`config.mk`:
```
export PLATFORM = sky130hd
export DESIGN_NAME = ram_arbiter
export DESIGN_NICKNAME = d
export VERILOG_FILES = /design/src/rtl/ram_arbiter.sv
export SDC_FILE = /design/constraint.sdc
export NUM_CORES = 1
export LEC_CHECK = 0
export CORE_MARGIN = 2
export CORE_UTILIZATION = 60
export CTS_CLUSTER_DIAMETER = 50
export CTS_CLUSTER_SIZE = 25
export DETAILED_ROUTE_END_ITERATION = 10
export DONT_BUFFER_PORTS = 1
export PLACE_DENSITY = 0.82
export SYNTH_ARGS = -nofsm -noshare
export SYNTH_HDL_FRONTEND = slang
export SYNTH_SLANG_ARGS = --single-unit
```
`constraint.sdc`:
```
create_clock -name clk -period 1.8 [get_ports clk]
set_input_delay 0.18 -clock clk [delete_from_list [all_inputs] [get_ports clk]]
set_output_delay 0.18 -clock clk [all_outputs]
set_load 0.1 [all_outputs]
```
`src/rtl/ram_arbiter.sv`:
```
// Two-port arbiter/sequencer in front of a single-port synchronous RAM.
// Define RAM_ARB_RR_EN for round-robin arbitration; fixed priority (port 0) otherwise.
module ram_arbiter #(
    parameter int unsigned AW = 8,
    parameter int unsigned DW = 16
) (
    input  logic          clk,
    input  logic          rst,
    input  logic          req0,
    input  logic          we0,
    input  logic [AW-1:0] addr0,
    input  logic [DW-1:0] wdata0,
    output logic          ack0,
    output logic [DW-1:0] rdata0,
    input  logic          req1,
    input  logic          we1,
    input  logic [AW-1:0] addr1,
    input  logic [DW-1:0] wdata1,
    output logic          ack1,
    output logic [DW-1:0] rdata1,
    output logic [AW-1:0] ram_addr,
    output logic [DW-1:0] ram_din,
    output logic          ram_wea,
    input  logic [DW-1:0] ram_dout,
    output logic          busy,
    output logic          owner
);

    typedef enum logic [1:0] {IDLE, ISSUE, CAPTURE, RESP} state_t;

    state_t        state_q, state_d;
    logic          op_we_q, op_we_d;
    logic [AW-1:0] ram_addr_d;
    logic [DW-1:0] ram_din_d;
    logic          ram_wea_d;
    logic          owner_d;
    logic          busy_d;
    logic          ack0_d, ack1_d;
    logic [DW-1:0] rdata0_d, rdata1_d;

    logic          grant;
    logic          win_we;
    logic [AW-1:0] win_addr;
    logic [DW-1:0] win_wdata;

`ifdef RAM_ARB_RR_EN
    logic last_q, last_d;

    // On a tie the port not granted last time wins
    always_comb begin
        if (req0 && req1) begin
            grant = ~last_q;
        end else begin
            grant = req1;
        end
    end
`else
    always_comb begin
        grant = ~req0;
    end
`endif

    always_comb begin
        win_we    = grant ? we1    : we0;
        win_addr  = grant ? addr1  : addr0;
        win_wdata = grant ? wdata1 : wdata0;
    end

    // Next-state and next-output logic
    always_comb begin
        state_d    = state_q;
        op_we_d    = op_we_q;
        ram_addr_d = ram_addr;
        ram_din_d  = ram_din;
        ram_wea_d  = 1'b0;
        owner_d    = owner;
        ack0_d     = 1'b0;
        ack1_d     = 1'b0;
        rdata0_d   = rdata0;
        rdata1_d   = rdata1;
`ifdef RAM_ARB_RR_EN
        last_d     = last_q;
`endif
        case (state_q)
            IDLE: begin
                if (req0 || req1) begin
                    state_d    = ISSUE;
                    ram_addr_d = win_addr;
                    ram_din_d  = win_wdata;
                    ram_wea_d  = win_we;
                    op_we_d    = win_we;
                    owner_d    = grant;
`ifdef RAM_ARB_RR_EN
                    last_d     = grant;
`endif
                end
            end
            ISSUE: begin
                state_d = CAPTURE;
            end
            CAPTURE: begin
                // ram_dout now reflects the address sampled at the end of ISSUE
                if (!op_we_q) begin
                    if (owner) begin
                        rdata1_d = ram_dout;
                    end else begin
                        rdata0_d = ram_dout;
                    end
                end
                if (owner) begin
                    ack1_d = 1'b1;
                end else begin
                    ack0_d = 1'b1;
                end
                state_d = RESP;
            end
            RESP: begin
                state_d = IDLE;
            end
            default: begin
                state_d = IDLE;
            end
        endcase
        busy_d = (state_d != IDLE);
    end

    // State and output registers
    always_ff @(posedge clk) begin
        if (rst) begin
            state_q  <= IDLE;
            op_we_q  <= 1'b0;
            ram_addr <= '0;
            ram_din  <= '0;
            ram_wea  <= 1'b0;
            owner    <= 1'b0;
            busy     <= 1'b0;
            ack0     <= 1'b0;
            ack1     <= 1'b0;
            rdata0   <= '0;
            rdata1   <= '0;
`ifdef RAM_ARB_RR_EN
            last_q   <= 1'b1;
`endif
        end else begin
            state_q  <= state_d;
            op_we_q  <= op_we_d;
            ram_addr <= ram_addr_d;
            ram_din  <= ram_din_d;
            ram_wea  <= ram_wea_d;
            owner    <= owner_d;
            busy     <= busy_d;
            ack0     <= ack0_d;
            ack1     <= ack1_d;
            rdata0   <= rdata0_d;
            rdata1   <= rdata1_d;
`ifdef RAM_ARB_RR_EN
            last_q   <= last_d;
`endif
        end
    end

endmodule

```
==> Word level (Yosys, flattened, before mapping) <==
Index checks and enable logic that the tools add are counted.
{ "word_totals": {"elab_cells": 35, "inputBits": 70, "ff_bits": 64, "rom_bits": 0, "latchBits": 0, "out_inout_bits": 61, "memories": 0, "mem_bits_rw": 0} }
{ "op_classes": {"n_bitwise": 6, "muxes": 7, "reduce_logical": 8, "div_mod_pow": 0, "magnitude_cmp": 0, "mul": 0, "addsub": 0, "shift": 0, "n_eq_ne": 3} }
{ "op_table": {"columns": ["cell", "n"], "rows": [
  ["$mux W16", 1],
  ["$mux W8", 1],
  ["$pmux W2 S4", 1],
  ["$not A1 Y1", 6],
  ["$reduce_and A3 Y1", 2],
  ["$eq A2 B2 Y1 const B", 2],
  ["$mux W1", 3],
  ["$reduce_or A3 Y1", 1],
  ["$eq A2 B1 Y1 const B", 1],
  ["$logic_not A2 Y1", 1],
  ["$mux W2", 1],
  ["$reduce_and A2 Y1", 1],
  ["$reduce_bool A2 Y1", 1],
  ["$reduce_or A2 Y1", 1],
  ["$logic_or A1 B1 Y1", 1]
]} }

==> Logic depth before layout (Yosys ltp) <==
Gate-level depths: netlist of run 1.
{ "depth": {"word_depth": 4, "depth_mapped": 7, "mapped_depth_nobuf": 5} }

==> Worst setup path after synthesis of run 1 <==
OpenSTA, ideal clock, no wires.
{ "synth_path": {"path_type": "reg2reg", "start": "register owner", "end": "register rdata1[0]", "t_arrival_ps": 1860, "required_time_ps": 1730, "period_less_slack_ps": 1931, "setup_slack_ps": -131, "path_buffers": 3, "setup_time_ps": 70, "path_stages_with_launch": 7, "cell_sequence": "dfxtp_1 -> buf_2 -> and3b_1 -> clkbuf_2 -> buf_2 -> nand2_1 -> a21oi_1"} }
{ "synth_via": {"elab_chain_len": 1} }
{ "synth_rtl": {"columns": ["element", "line_no", "source"], "rows": [
  ["from (decl)", "26", "output logic owner"],
  ["from (signal assigned)", "150", "owner <= owner_d;"],
  ["$reduce_and A3 Y1 (no line)", null, null],
  ["to (signal assigned)", "155", "rdata1 <= rdata1_d;"],
  ["to (decl)", "20", "output logic [DW-1:0] rdata1,"]
]} }
No other way between the ends.
A chain may end at the register's enable or synchronous reset.

==> Worst setup path in the final report of run 1 <==
{ "layout_path": {"start": "register state_q[0]", "end": "register rdata1[8]"} }
{ "layout_via": {"elab_chain_len": 2} }
{ "layout_rtl": {"columns": ["element", "line_no", "source"], "rows": [
  ["from (decl)", "31", "state_t state_q, state_d;"],
  ["from (signal assigned)", "145", "state_q <= state_d;"],
  ["$eq A2 B2 Y1", "84", "case (state_q)"],
  ["$reduce_and A3 Y1 (no line)", null, null]
]} }
No other way between the ends.

==> impl_metrics.tcl, run 1 <==
set metrics [dict create \
    cp.required_ns 2.05 \
    clock_latency_ns 0.33 \
    grt.total_usage_pct 26.5 \
    cts_root_buf "clkbuf_8" \
    grt_first_pass_wirelength_um 8940 \
    wl_um 6080 \
    drive_gt1_share_pct 24.6 \
    clock_skew_ns 0.00631 \
    area_growth_pct 33.0 \
    synth_xor_area_share_pct 0 \
    pwr-share-comb_pct 51.6 \
    vdd_drop_max_uv 1280 \
    rows 23 \
    max_cap_violations 0 \
    dr_total_vias 2125 \
    io_pins 131 \
    num_antenna_cells 0 \
    fmax_mhz 619 \
    timing.setup.tns_ns 0 \
    synth_common_cells "nand2_1 (65), dfxtp_1 (64), a21oi_1 (35)" \
    clk_pin_slew_ns 0.07 \
    tightestPinTransition_ns 0.609 \
    synth_edf_count 0 \
    cts_htree_levels 3 \
    power_mw 5.89 \
    cts_buffers 9 \
    powerDensity_nw_per_um2 1800 \
    p_switching_mw 2.99 \
    synth_compound_area_share_pct 17.5 \
    synth_top_area_cell "dfxtp_1" \
    rsz0062_at_grt "false" \
    drt-initial-drc-count 167 \
    final_antenna_net_count 0 \
    seq_area_frac_synth_pct 52.1 \
    synthTopCellsByArea "dfxtp_1 (52%), nand2_1 (9.9%), mux2i_1 (9.8%), o2bb2ai_1 (8.2%), a21oi_1 (7.1%)" \
    postLayoutCellArea_um2 3270 \
    slew_viol_final 0 \
    numPortBuffers 0 \
    dpl-instance-area_um2 2900 \
    relSlewSlack_pct 59.4 \
    cts_tree "done" \
    cp_max_fo 16 \
    postCtsSetupBuffers 0 \
    numClockSinks 64 \
    start_util_pct 61.9 \
    grt_max_degree 38 \
    period_minus_slack_ns 1.62 \
    period_share_pct 89.8 \
    yosysMostFrequentCell "nand2_1" \
    cp-start-kind "register" \
    synth-async-reset-ratio_pct 0 \
    antenna_found_initial 0 \
    dp_hpwl_um 4010 \
    yosys_most_used_dff "dfxtp_1" \
    pwr-share-clk_pct 17.9 \
    power_frac_seq_pct 30.5 \
    synth.top_cell.area_share_pct 52.1 \
    synth.distinct_cells 25 \
    switching_share_pct 50.8 \
    syn_inst 254 \
    dieArea_um2 4630 \
    dieHeight_um 68.0 \
    synth-adder-area-share_pct 1.53 \
    cts_buffer_depth 2 \
    grt_pass1_vias 2120 \
    yosysWarnings 0 \
    first_pass_iters 4 \
    p_leak_nw 1.39 \
    hold_viol 0 \
    synthSimpleGateAreaFrac_pct 13.8 \
    hold_path_class "in2reg" \
    setup_viol 0 \
    outcome "complete, no violations" \
    core_area_um2 3970 \
    synth_seq_cells 64 \
    routabilityCongestion 0.738 \
    p_int_mw 2.90 \
    synth_top_family_by_area "compound AO/OA/AOI/OAI gates" \
    cts_hold_buf 18 \
    syn_area_um2 2460 \
    drc_errors 0 \
    endpoint_kind "register" \
    syn_avg_cell_area_um2 9.68 \
    worst-setup-path-type "reg2reg" \
    synthesis.nets 327 \
    cts_resized 0 \
    synth_mux_area_share_pct 9.77 \
    nets 403 \
    wl_per_cell_um 15.8 \
    die_w_um 68.0 \
    overflow 0 \
    viasPerCell 5.53 \
    crit_arrival_ns 1.86 \
]
[layout make-up]
type | count | area (um2)
multi-input cells | 168 | 1050
flip-flops and latches | 64 | 1280
well taps | 50 | 62.6
clock buffers | 15 | 166
inverters | 3 | 11.3
repair buffers | 84 | 701
fillers | 234 | 701
[per-stage QoR]
stage / setup WS (ns) / hold slack [ns] / cells / util, %
6_report: 0.184 / 0.0135 / 384 / 82.4
5_1_grt: 0.0849 / 0.0106 / 384 / 82.4
4_1_cts: 0.257 / 0.00138 / 383 / 82.1
3_5_place_dp: 0.279 / 0.255 / 350 / 73.1
3_3_place_gp: 0.326 / 0.253 / 350 / 73.1
2_1_floorplan: 0.205 / 0.316 / 254 / -
[final timing paths]
check	startpoint	end	slack [ns]	depth (start not counted)
setup / recovery	state_q[0]	rdata1[8]	0.18	5
hold / removal	ram_dout[15]	rdata1[15]	0.01	2
setup reg to reg	state_q[0]	rdata1[8]	0.18	5
hold reg to reg	rdata1[5]	rdata1[5]	0.46	2
[layer usage]
layer  track usage, %  vias to the layer above  wire (um)
li1                 -                     1024          -
met1             26.1                      978       2250
met2             47.0                      112       3210
met3             9.21                       11        505
met4             16.5                        0        110
met5                0                        -          0
[power by group through the flow]
stage               Sequential, mW  Clock, mW  Combinational [mW]
finish                        1.80       1.05                3.04
global route                  1.82       1.13                3.16
CTS                           1.80       1.06                3.04
detailed placement            1.82          0                2.99
global placement              1.81          0                2.94
floorplan                     3.66          0               0.652
[flip-flops by register name, indices dropped and copies added (netlist names)]
signal and count:
rdata1 16, state_q 2, rdata0 16, busy 1, ram_wea 1, ram_addr 8
ram_din 16, op_we_q 1, ack0 1, owner 1, ack1 1
[placed cells by master, fill, tap and decap left out]
cell / n
nand2_1: 65
buf_4: 64
dfxtp_1: 63
a21oi_1: 35
mux2i_1: 24
o2bb2ai_1: 23
dlygate4sd3_1: 18
clkbuf_8: 11
clkbuf_1: 4
inv_1: 3
nand2b_1: 3
ha_1: 3
and3b_1: 2
nand3b_1: 2
nor2_1: 2
buf_12: 2
nor3b_2: 1
or3b_1: 1
or2_4: 1
a21oi_4: 1
o2bb2ai_2: 1
o22ai_1: 1
nor3b_1: 1
a211oi_1: 1
a21o_1: 1
dfxtp_2: 1
[kinds of logic after synthesis]
family          Yosys count
buf+inv                  22
fa+ha+maj                 3
simple gates             78
mux                      24
flops                    64
compound gates           63
[critical path: stages, from the launching register on]
cell,delay (ns)
dfxtp_1,0.31
inv_1,0.09
ha_1,0.20
and3b_1,0.57
nand2_1,0.17
a21oi_1,0.19
Power figures use the tool's default switching activity.
==> inputs of run 2 (changes only) <==
==> constraint.sdc (replaced) <==
create_clock -name clk -period 1.9 [get_ports clk]
set_input_delay 0.19 -clock clk [delete_from_list [all_inputs] [get_ports clk]]
set_output_delay 0.19 -clock clk [all_outputs]
set_load 0.1 [all_outputs]
==> run 2 against run 1 <==
Effect of this change:
- power decreased by 4.4%
- die area unchanged
- clock power about the same
- sequential share of layout area decreased by 0.090 points
- global-route usage decreased by 0.23 points
- cell count rose by 0.26%
- maximum frequency fell by 1.6%
- first-iteration DRC count fell by 16%
- sequential power decreased by 6%
- critical path type unchanged
- critical endpoint is now rdata0[11]
==> impl_metrics.tcl, run 2 (synthesis results as in run 1) <==
set metrics [dict create \
    nets 403 \
    viasPerCell 5.50 \
    rsz0062_at_grt "false" \
    cts_root_buf "clkbuf_8" \
    cts_htree_levels 3 \
    crit_chain "inv_1 -> ha_1 -> or3b_1 -> nand2_1 -> a21oi_1" \
    fin_cells 385 \
    numClockSinks 64 \
    grt_use_met3_pct 10.5 \
    hold_viol 0 \
    cp-start-kind "register" \
    final_util_pct 82.5 \
    drive_gt1_share_pct 25.4 \
    setup_viol 0 \
    reg_top3 "ram_din (16), rdata0 (16), rdata1 (16)" \
    grt_pass1_vias 2052 \
    worst-setup-path-type "reg2reg" \
    clock_latency_ns 0.33 \
    tightestPinTransition_ns 0.714 \
    routabilityCongestion 0.740 \
    power_mw 5.64 \
    grt_use_met2_pct 44.7 \
    crit_arrival_ns 1.85 \
    max_cap_violations 0 \
    cts_tree "done" \
    numPortBuffers 0 \
    grt_use_met1_pct 28.1 \
    cp.required_ns 2.10 \
    cp_max_fo 16 \
    wl_um 6280 \
    relSlewSlack_pct 52.3 \
    busiest_layer "met2" \
    cts_buffer_depth 2 \
    fmax_mhz 609 \
    critPathMaxStageDelay_ns 0.62 \
    core_area_um2 3970 \
    io_pins 131 \
    die_w_um 68.0 \
    post-place-cells 349 \
    grt.total_usage_pct 26.2 \
    dp_hpwl_um 3870 \
    p_leak_nw 1.40 \
    clock_skew_ns 0.0119 \
    start_util_pct 61.9 \
    postCtsSetupBuffers 0 \
    period_minus_slack_ns 1.64 \
    clk_pin_slew_ns 0.07 \
    dieArea_um2 4630 \
    grt_max_degree 38 \
    cts_buffers 9 \
    period_share_pct 86.4 \
    cpMaxStageDelayCell "or3b_1" \
    antenna_found_initial 0 \
    rows 23 \
    powerDensity_nw_per_um2 1720 \
    wl_per_cell_um 16.3 \
    final_common_cell "nand2_1" \
    timing.setup.tns_ns 0 \
    vdd_drop_max_uv 1230 \
    hold_path_class "in2reg" \
    critPathBufInv 1 \
    fillers 233 \
    dieHeight_um 68.0 \
    r2r_slack_ns 0.26 \
    area_growth_pct 33.3 \
    endpoint_kind "register" \
    grt_first_pass_wirelength_um 8990 \
    dr_total_vias 2119 \
    outcome "complete, no violations" \
    dpl-instance-area_um2 2880 \
    drc_errors 0 \
    slew_viol_final 0 \
    drt-initial-drc-count 141 \
    num_antenna_cells 0 \
    overflow 0 \
    mostFrequentLayoutCells "nand2_1 (65), buf_4 (64), dfxtp_1 (63), a21oi_1 (35), mux2i_1 (24)" \
    path_delay_family "simple AND/OR/NAND/NOR gates" \
    postLayoutCellArea_um2 3280 \
    first_pass_iters 5 \
    final_antenna_net_count 0 \
]
run 2: final cells by class:
cell class | count | area, um2 | area share (%)
tap | 50 | 62.6 | 1.91
clock buffer | 13 | 169 | 5.15
clock inverter | 3 | 15.0 | 0.458
multi-input combinational | 168 | 1050 | 31.9
timing repair buffer | 84 | 691 | 21.1
inverter | 3 | 11.3 | 0.344
sequential | 64 | 1280 | 39.1
run 2: per-layer routing:
layer	vias up	wire (um)
met5	-	0
met4	0	59
met3	6	578
met2	113	3280
met1	980	2360
li1	1020	-
run 2: path summary, 6_finish.rpt:
kind | startpoint | end | cells past startpoint
worst max-delay path | state_q[0] | rdata0[11] | 5
worst min register to register | rdata1[12] | rdata1[12] | 2
worst min-delay path | ram_dout[14] | rdata0[14] | 2
worst max register to register | state_q[0] | rdata0[11] | 5
run 2: per-stage QoR:
stage / worst slack [ns] / hold WS (ns)
2_1_floorplan: 0.305 / 0.326
5_1_grt: 0.155 / 0.00308
3_3_place_gp: 0.427 / 0.263
3_5_place_dp: 0.335 / 0.268
6_report: 0.258 / 0.00453
4_1_cts: 0.318 / 0.000930
run 2: what timing repair did:
action | in CTS | in global routing
resized for setup | 0 | 0
hold buffers | 17 | 3
hold endpoints to repair | 37 | 3
run 2: where the power goes:
part / internal [mW] / total [mW] / switching, mW
clock: 0.575 / 1.06 / 0.483
sequential: 1.61 / 1.70 / 0.0975
combinational: 0.584 / 2.87 / 2.29
total: 2.76 / 5.64 / 2.87
run 2: worst register-to-register path, delay by kind of cell (launching register included):
kind | cells | cell delay (ns)
buf+inv | 1 | 0.10
fa+ha+maj | 1 | 0.20
compound gates | 1 | 0.10
simple gates | 2 | 0.83
flops | 1 | 0.31
==> inputs of run 3 (changes only) <==
--- a/config.mk
+++ b/config.mk
@@ -12,6 +12,8 @@
 export DETAILED_ROUTE_END_ITERATION = 10
 export DONT_BUFFER_PORTS = 1
 export PLACE_DENSITY = 0.82
+export RECOVER_POWER = 25
+export SLEW_MARGIN = 20
 export SYNTH_ARGS = -nofsm -noshare
 export SYNTH_HDL_FRONTEND = slang
 export SYNTH_SLANG_ARGS = --single-unit
==> run 3 against run 2 <==
Effect of this change:
- first-iteration DRC count increased by 2.1%
- highest routed layer unchanged
- sequential power about the same
- sequential share of layout area increased by 0.85 points
- critical endpoint unchanged
- largest power group unchanged
- die area unchanged
- design area decreased by 2.1%
- non-clock buffer count unchanged
==> impl_metrics.tcl, run 3 (synthesis results as in run 1) <==
set metrics [dict create \
    outcome "complete, no violations" \
    grt_pass1_vias 2052 \
    mostFrequentLayoutCells "nand2_1 (65), dfxtp_1 (63), buf_4 (36), a21oi_1 (35), clkbuf_2 (28)" \
    crit_chain "inv_1 -> ha_1 -> or3b_1 -> nand2_1 -> a21oi_1" \
    fillers 255 \
    timing.setup.tns_ns 0 \
    routed.top_layer "met4" \
    relSlewSlack_pct 53.9 \
    io_pins 131 \
    drive_gt1_share_pct 25.4 \
    setup_viol 0 \
    numClockSinks 64 \
    cts_resized 0 \
    cp_max_fo 16 \
    cpMaxStageDelayCell "or3b_1" \
    dieHeight_um 68.0 \
    viasPerCell 5.49 \
    num_antenna_cells 0 \
    period_share_pct 86.0 \
    critPathBufInv 1 \
    cp.required_ns 2.11 \
    clock_skew_ns 0.0121 \
    fin_cells 385 \
    max_cap_violations 0 \
    drc_errors 0 \
    core_area_um2 3970 \
    cts_root_buf "clkbuf_8" \
    grt_max_degree 38 \
    path_delay_family "simple AND/OR/NAND/NOR gates" \
    rsz0062_at_grt "false" \
    wl_um 6250 \
    drt-initial-drc-count 144 \
    dp_hpwl_um 3870 \
    crit_arrival_ns 1.84 \
    p_leak_nw 1.38 \
    grt_first_pass_wirelength_um 8990 \
    first_pass_iters 4 \
    dr_wl_met3_um 580 \
    cp-start-kind "register" \
    clk_pin_slew_ns 0.07 \
    rows 23 \
    cts_tree "done" \
    routabilityCongestion 0.740 \
    wl_met1_um 2370 \
    grt.total_usage_pct 26.2 \
    area_growth_pct 30.5 \
    period_minus_slack_ns 1.63 \
    slew_viol_final 0 \
    worst-setup-path-type "reg2reg" \
    met2_wirelength_um 3230 \
    overflow 0 \
    hold_viol 0 \
    antenna_found_initial 0 \
    tightestPinTransition_ns 0.690 \
    final_antenna_net_count 0 \
    cts_htree_levels 3 \
    dieArea_um2 4630 \
    cts_buffer_depth 2 \
    numPortBuffers 0 \
    post-place-cells 349 \
    vdd_drop_max_uv 1220 \
    reg_top3 "ram_din (16), rdata0 (16), rdata1 (16)" \
    wl_per_cell_um 16.2 \
    endpoint_kind "register" \
    hold_path_class "in2reg" \
    nets 403 \
    cts_buffers 9 \
    dr_total_vias 2112 \
    fmax_mhz 612 \
    clock_latency_ns 0.33 \
    start_util_pct 61.9 \
    powerDensity_nw_per_um2 1730 \
    final_common_cell "nand2_1" \
    critPathMaxStageDelay_ns 0.61 \
    die_w_um 68.0 \
]
-- run 3: area by class of cell --
cell class | count | area, um2 | share of cell area, %
clock buffers | 13 | 169 | 5.27
clock inverters | 3 | 15.0 | 0.468
inverters | 3 | 11.3 | 0.351
multi-input cells | 168 | 1050 | 32.6
flip-flops and latches | 64 | 1280 | 40.0
well taps | 50 | 62.6 | 1.95
repair buffers | 84 | 621 | 19.3
-- run 3: worst paths after layout --
path,startpoint,endpoint,slack [ns],cells after the start
worst max-delay path,state_q[0],rdata0[11],0.27,5
worst min-delay path,ram_dout[14],rdata0[14],0.005,2
worst max register to register,state_q[0],rdata0[11],0.27,5
worst min register to register,rdata1[12],rdata1[12],0.47,2
-- run 3: where the power goes --
part	switching, mW	total [mW]	internal [mW]	leakage, nW
registers	0.0949	1.70	1.61	0.523
logic	2.29	2.80	0.510	0.755
clock network	0.485	1.06	0.575	0.0992
total	2.87	5.56	2.69	1.38
-- run 3: timing repair --
action                                 CTS  global route
hold buffers                            17             3
buffers inserted                         0             0
endpoints found under the hold margin   37             3
-- run 3: routing by layer --
metal	track usage (%)	vias to the layer above
li1	-	1019
met1	28.1	970
met2	44.7	115
met5	0	-
met3	10.5	8
met4	13.0	0
-- run 3: metrics by stage --
stage	total power [mW]	hold WS [ns]	worst slack, ns	utilization, %	cell area [um2]
6_report	5.56	0.00489	0.266	80.8	3210
5_1_grt	5.79	0.00308	0.151	80.8	3210
4_1_cts	5.62	0.000930	0.318	81.8	3250
3_3_place_gp	4.48	0.263	0.427	72.6	2880
3_5_place_dp	4.53	0.268	0.335	72.6	2880
2_1_floorplan	4.08	0.326	0.305	-	2460
-- run 3: worst reg2reg max path, cell delays in order (launching register included) --
cell and delay, ns:
dfxtp_1 0.31, inv_1 0.10, ha_1 0.20, or3b_1 0.61, nand2_1 0.21, a21oi_1 0.10
